File: src/rtl/mem_rd_issue_queue.sv
// Read-request issue queue: FIFO-buffered client reads, tag-tracked outstanding table, return matching.
// Optional per-entry age timeout is enabled by defining MEM_RD_TIMEOUT_EN.
module mem_rd_issue_queue #(
    parameter int ADDR_W         = 16,
    parameter int DATA_W         = 16,
    parameter int DEPTH          = 8,
    parameter int MAX_OUT        = 4,
    parameter int TIMEOUT_CYCLES = 64
) (
    input  logic                         clk,
    input  logic                         reset,
    input  logic                         req_valid,
    output logic                         req_ready,
    input  logic [ADDR_W-1:0]            req_address,
    output logic                         rd_en,
    output logic [ADDR_W-1:0]            rd_address,
    input  logic                         rd_ret_ack,
    input  logic [ADDR_W-1:0]            rd_ret_address,
    input  logic [DATA_W-1:0]            rd_ret_data,
    output logic                         resp_valid,
    output logic [ADDR_W-1:0]            resp_address,
    output logic [DATA_W-1:0]            resp_data,
    output logic [$clog2(MAX_OUT):0]     outstanding,
    output logic                         err_unexpected,
    output logic                         err_timeout
);

    localparam int PTR_W  = $clog2(DEPTH);
    localparam int CNT_W  = PTR_W + 1;
    localparam int OUT_W  = $clog2(MAX_OUT) + 1;
    localparam int SLOT_W = (MAX_OUT > 1) ? $clog2(MAX_OUT) : 1;

    logic [ADDR_W-1:0] fifo_q [DEPTH];
    logic [PTR_W-1:0]  wr_ptr_q, wr_ptr_d;
    logic [PTR_W-1:0]  rd_ptr_q, rd_ptr_d;
    logic [CNT_W-1:0]  fcnt_q, fcnt_d;
    logic              fifo_empty, fifo_full;
    logic              push, issue;
    logic [ADDR_W-1:0] head;

    logic [MAX_OUT-1:0] tvalid_q, tvalid_d;
    logic [ADDR_W-1:0]  ttag_q [MAX_OUT];
    logic [OUT_W-1:0]   outstanding_q, outstanding_d;

    logic              head_hit, ret_hit, free_found, ret_free;
    logic [SLOT_W-1:0] ret_idx, free_idx;

    logic              rd_en_q, rd_en_d;
    logic [ADDR_W-1:0] rd_address_q, rd_address_d;
    logic              resp_valid_q, resp_valid_d;
    logic [ADDR_W-1:0] resp_address_q, resp_address_d;
    logic [DATA_W-1:0] resp_data_q, resp_data_d;
    logic              err_unexp_q, err_unexp_d;

    assign fifo_empty = (fcnt_q == '0);
    assign fifo_full  = (fcnt_q == CNT_W'(DEPTH));
    assign head       = fifo_q[rd_ptr_q];
    assign push       = req_valid && !fifo_full;

    // CAM search over registered table state: head duplicate, return match, lowest free slot
    always_comb begin
        head_hit   = 1'b0;
        ret_hit    = 1'b0;
        ret_idx    = '0;
        free_found = 1'b0;
        free_idx   = '0;
        for (int unsigned i = 0; i < MAX_OUT; i++) begin
            if (tvalid_q[i] && (ttag_q[i] == head)) begin
                head_hit = 1'b1;
            end
            if (tvalid_q[i] && (ttag_q[i] == rd_ret_address) && !ret_hit) begin
                ret_hit = 1'b1;
                ret_idx = SLOT_W'(i);
            end
            if (!tvalid_q[i] && !free_found) begin
                free_found = 1'b1;
                free_idx   = SLOT_W'(i);
            end
        end
    end

    assign issue    = !fifo_empty && (outstanding_q < OUT_W'(MAX_OUT)) && !head_hit && free_found;
    assign ret_free = rd_ret_ack && ret_hit;

    always_comb begin
        wr_ptr_d = wr_ptr_q;
        rd_ptr_d = rd_ptr_q;
        fcnt_d   = fcnt_q;
        if (push) begin
            wr_ptr_d = wr_ptr_q + PTR_W'(1);
        end
        if (issue) begin
            rd_ptr_d = rd_ptr_q + PTR_W'(1);
        end
        if (push && !issue) begin
            fcnt_d = fcnt_q + CNT_W'(1);
        end else if (!push && issue) begin
            fcnt_d = fcnt_q - CNT_W'(1);
        end
    end

    // A slot freed and a slot allocated on the same edge are always distinct slots
    always_comb begin
        tvalid_d      = tvalid_q;
        outstanding_d = outstanding_q;
        if (ret_free) begin
            tvalid_d[ret_idx] = 1'b0;
        end
        if (issue) begin
            tvalid_d[free_idx] = 1'b1;
        end
        if (issue && !ret_free) begin
            outstanding_d = outstanding_q + OUT_W'(1);
        end else if (!issue && ret_free) begin
            outstanding_d = outstanding_q - OUT_W'(1);
        end
    end

    always_comb begin
        rd_en_d        = issue;
        rd_address_d   = issue ? head : rd_address_q;
        resp_valid_d   = ret_free;
        resp_address_d = ret_free ? rd_ret_address : resp_address_q;
        resp_data_d    = ret_free ? rd_ret_data : resp_data_q;
        err_unexp_d    = err_unexp_q || (rd_ret_ack && !ret_hit);
    end

    always_ff @(posedge clk) begin
        if (push) begin
            fifo_q[wr_ptr_q] <= req_address;
        end
        if (issue) begin
            ttag_q[free_idx] <= head;
        end
    end

    always_ff @(posedge clk) begin
        if (reset) begin
            wr_ptr_q       <= '0;
            rd_ptr_q       <= '0;
            fcnt_q         <= '0;
            tvalid_q       <= '0;
            outstanding_q  <= '0;
            rd_en_q        <= 1'b0;
            rd_address_q   <= '0;
            resp_valid_q   <= 1'b0;
            resp_address_q <= '0;
            resp_data_q    <= '0;
            err_unexp_q    <= 1'b0;
        end else begin
            wr_ptr_q       <= wr_ptr_d;
            rd_ptr_q       <= rd_ptr_d;
            fcnt_q         <= fcnt_d;
            tvalid_q       <= tvalid_d;
            outstanding_q  <= outstanding_d;
            rd_en_q        <= rd_en_d;
            rd_address_q   <= rd_address_d;
            resp_valid_q   <= resp_valid_d;
            resp_address_q <= resp_address_d;
            resp_data_q    <= resp_data_d;
            err_unexp_q    <= err_unexp_d;
        end
    end

`ifdef MEM_RD_TIMEOUT_EN
    localparam int AGE_W = $clog2(TIMEOUT_CYCLES + 1);

    logic [AGE_W-1:0] age_q [MAX_OUT];
    logic             err_to_q, err_to_d;

    always_comb begin
        err_to_d = err_to_q;
        for (int unsigned i = 0; i < MAX_OUT; i++) begin
            if (tvalid_q[i] && (age_q[i] == AGE_W'(TIMEOUT_CYCLES))) begin
                err_to_d = 1'b1;
            end
        end
    end

    // Age saturates at the limit so a long-lived entry never wraps back below it
    always_ff @(posedge clk) begin
        if (reset) begin
            err_to_q <= 1'b0;
            for (int unsigned i = 0; i < MAX_OUT; i++) begin
                age_q[i] <= '0;
            end
        end else begin
            err_to_q <= err_to_d;
            for (int unsigned i = 0; i < MAX_OUT; i++) begin
                if (issue && (free_idx == SLOT_W'(i))) begin
                    age_q[i] <= '0;
                end else if (tvalid_q[i] && (age_q[i] < AGE_W'(TIMEOUT_CYCLES))) begin
                    age_q[i] <= age_q[i] + AGE_W'(1);
                end
            end
        end
    end

    assign err_timeout = err_to_q;
`else
    assign err_timeout = 1'b0;
`endif

    assign req_ready      = !fifo_full;
    assign rd_en          = rd_en_q;
    assign rd_address     = rd_address_q;
    assign resp_valid     = resp_valid_q;
    assign resp_address   = resp_address_q;
    assign resp_data      = resp_data_q;
    assign outstanding    = outstanding_q;
    assign err_unexpected = err_unexp_q;

endmodule

File: config.mk
export PLATFORM = sky130hd
export DESIGN_NAME = mem_rd_issue_queue
export DESIGN_NICKNAME = d
export VERILOG_FILES = /design/src/rtl/mem_rd_issue_queue.sv
export SDC_FILE = /design/constraint.sdc
export NUM_CORES = 1
export LEC_CHECK = 0
export BUFFER_PORTS_ARGS = -buffer_cell sky130_fd_sc_hd__buf_2
export CORE_ASPECT_RATIO = 0.75
export CORE_MARGIN = 2
export CORE_UTILIZATION = 54
export DETAILED_ROUTE_END_ITERATION = 7
export PLACE_DENSITY = 0.76
export SLEW_MARGIN = 10
export SYNTH_ARGS = -nofsm -noshare
export SYNTH_HDL_FRONTEND = slang
export SYNTH_SLANG_ARGS = --single-unit
File: constraint.sdc
create_clock -name clk -period 4 [get_ports clk]
set_input_delay 0.2 -clock clk [delete_from_list [all_inputs] [get_ports clk]]
set_output_delay 0.2 -clock clk [all_outputs]
set_load 0.03 [all_outputs]
==> qor.txt <==
Cell area after technology mapping - 11800 um^2
WHS - 27.7 ps
Final Hold Fails - 0
Final critical-path required period - 3920 ps
Slowest CP cell - mux4_2
Count of vias placed by the detailed router - 7904
Power Density - 705 nW/um^2
Clock tree from TritonCTS - built
Overall power after layout - 10.2 mW
Worst reg2reg path endpoint - fcnt_q[3]
DP Worst Slack - -141 ps
Core utilization of the finished layout - 68.3%
Max rail drop VDD - 525 uV
Number of standard cells in the layout, taps in and fillers out - 1382
Hold Crit Endpoint - resp_valid
Origin of the worst min-delay path - rd_ret_ack
Number of buffers created by CTS - 25
Filler cell count - 1527
FFs w/ async S/R, synth - 0%
Io pins - 108
Data required time at the worst endpoint - 4450 ps
Reported max-cap violation count - 0
Vias in the first global route - 7799
Clock latency on the worst-skew pair - 530 ps
Cell Chain, Critical Path - buf_12, mux4_2, mux2i_4, buf_6, xor2_4, nand3_2, nor4_2, buf_4, a31oi_4, o211ai_4, ha_4, inv_4, ha_4, a21o_1, a21oi_2, xnor2_1, or3_1, a21oi_2
Starting Density - 55.3%
Cell depth of the worst hold path - 3
Die height - 132 um
Final estimated routing congestion in global placement - 1.01
Class of the worst hold path - input pin to register
Synth warnings - 0
Pin slew with the least headroom to its limit - 894 ps
Standard-cell rows - 46
Most instantiated flip-flop cell in the synthesis netlist - edfxtp_1
Area growth syn-to-layout - 23.4%
Endpoint kind of the worst setup timing path - register
Placed cell area - 12900 um^2
Critical path startpoint category - register
Maximum number of pins on one net before global-route repair - 48
Syn_area_per_cell - 13.2 um^2
Mapped Cells - 891
CTS H-tree depth - 1
R2r worst-path depth - 18
Core region area - 21300 um^2
Die Footprint - 23000 um^2
Internal reg-to-reg setup slack - 80 ps
Peak clock frequency supported by timing - 255 MHz
Dominant delay contributor by cell family on the critical path - multiplexers
Routed Antenna Nets - 0
Most frequent cells in the layout - 192 x edfxtp_1, 106 x buf_2, 69 x dfxtp_1
Setup Total Neg Slack - 0 ps
Count of placed standard cells including taps - 1294
CP bufs+invs - 4
Pins over their slew limit - 0
Number of flops mapped to enable cells by yosys - 192
Antenna violations before repair - 0
Synthesized Nets - 951
Biggest cell delay along the critical path - 520 ps
Total setup violations reported at the end of the flow - 0
Arrival @ worst endpoint - 4370 ps
Global-route wire length before repair - 44600 um
Total global routing track utilization - 25.4%
Clock transition at the registers of the reported paths - 60 ps
Proportion of layout cells with a drive suffix above 1 - 29.3%
Clock tree buffer depth - 3
TritonRoute pass-1 iters - 5
Outcome - complete, no violations
Category of the critical setup timing path - register to register
Final critical-path share of the clock period - 98.1%
Yosys cell types - 55
Input/output buffers - 106
FF+latch count, synth - 263
Unrepaired setup endpoints after global routing - true
Routed len/inst - 21.8 um
Total non-filler cell area in the finished layout - 14500 um^2
Count of clock tree sinks - 263
Mean number of vias per cell - 5.72
Count of unresolved DRC violations after routing - 0
Worst setup slack after layout - 77.7 ps
Post-DP HPWL - 20700 um
Relative slew margins - 40.4%
DRC violation total after the first TritonRoute iteration - 794
Sequential-to-total area share from yosys stat - 61.0%
Total congestion overflow - 0
Antenna cell count - 0
Wire length reported by the detailed router - 30200 um
Nets@finish - 1136
Clock root buffer - clkbuf_16
Top fanout value on the critical path - 5
Die width - 175 um
Worst clock skew - 13.8 ps
Static leakage - 5.61 nW
Leading cell type in the layout, fill and taps excluded - edfxtp_1
synth_stat cells, types with 3 or more instances:
cell type,instances,share of area [%]
nand2b_1,9,0.48
mux2_4,17,2.2
o21ai_0,33,1.4
buf_2,6,0.25
nor2_1,66,2.1
inv_1,20,0.64
mux2i_1,67,5.7
nor4_1,23,1.2
a31oi_1,3,0.16
nor4_2,3,0.32
nand2_1,29,0.92
clkbuf_1,34,1.1
mux4_2,8,1.5
dfxtp_1,71,12
or3_1,31,1.6
or2_2,6,0.32
buf_6,6,0.57
a22oi_1,5,0.32
mux2_2,17,1.6
mux2i_4,4,0.76
a21oi_1,13,0.55
o22ai_1,8,0.42
a22o_1,17,1.3
xnor2_1,52,3.9
xor2_1,49,3.6
ha_1,6,0.64
nand4_1,13,0.69
edfxtp_1,192,49
nor2b_1,21,1.1
nand3_1,14,0.59
nor3_1,14,0.59
report_power, final:
group / switching (mW) / internal, mW / leakage [nW] / total, mW
Combinational: 2.39 / 1.73 / 2.89 / 4.12
Sequential: 0.316 / 3.48 / 2.33 / 3.80
Clock: 0.990 / 1.34 / 0.389 / 2.33
cells by family after synthesis:
kind of cell	count (synthesis)	share of synthesized area (%)
flops	263	61.0
simple gates	239	10.6
mux	114	11.9
xor+xnor	101	7.51
compound gates	94	5.19
buf+inv	71	2.79
fa+ha+maj	8	0.977
other cells	1	0.0318
layer usage:
layer  GRT usage, %  share of wire (%)  vias up
li1               -                  -     3644
met5              0                  0        -
met4           4.68                2.0        0
met3           7.38                 10       46
met2           38.0                 44      334
met1           37.5                 44     3880
state kept, by name (all words and copies together) (netlist names), 3 cells and up, named ones only:
register / flops
fifo_q: 128
ttag_q: 64
rd_address: 16
resp_address: 16
resp_data: 16
fcnt_q: 4
tvalid_q: 4
outstanding: 3
rd_ptr_q: 3
wr_ptr_q: 3
timing repair:
item                                   in CTS  in global routing
buffers inserted                            7                  3
setup endpoints to repair                   1                  5
gates cloned                                0                  1
hold buffers                               32                  0
pin swaps                                   3                 14
resized for setup                          16                 46
endpoints found under the hold margin     144                  0
worst max path at each step:
stage                               to  slack, ps  cells after the start     start
after floorplan           ttag_q[1][0]          9                     11  register
after CTS                    fcnt_q[3]          5                     19  register
after global routing         fcnt_q[3]       -110                     17  register
after detailed placement     fcnt_q[3]       -140                     17  register
final                        fcnt_q[3]         80                     18  register
after global placement       fcnt_q[3]        -60                     17  register
area by class of cell:
cell class	instances	area, um^2	area share [%]
Sequential cell	263	7190	49.5
Clock inverter	9	100	0.689
Inverter	21	83.8	0.577
Timing Repair Buffer	208	1460	10.1
Tap cell	288	360	2.48
Multi-Input combinational cell	557	4640	31.9
Clock buffer	36	697	4.79
worst reg2reg max path, stage by stage, from the launching register on:
cell and delay, ps:
dfxtp_4 410, buf_12 130, mux4_2 530, mux2i_4 250, buf_6 160, xor2_4 180
nand3_2 100, nor4_2 230, buf_4 180, a31oi_4 100, o211ai_4 260, ha_4 200
inv_4 40, ha_4 200, a21o_1 150, a21oi_2 120, xnor2_1 90, or3_1 380
a21oi_2 120
Note: power is estimated with default switching activity, not from simulation.
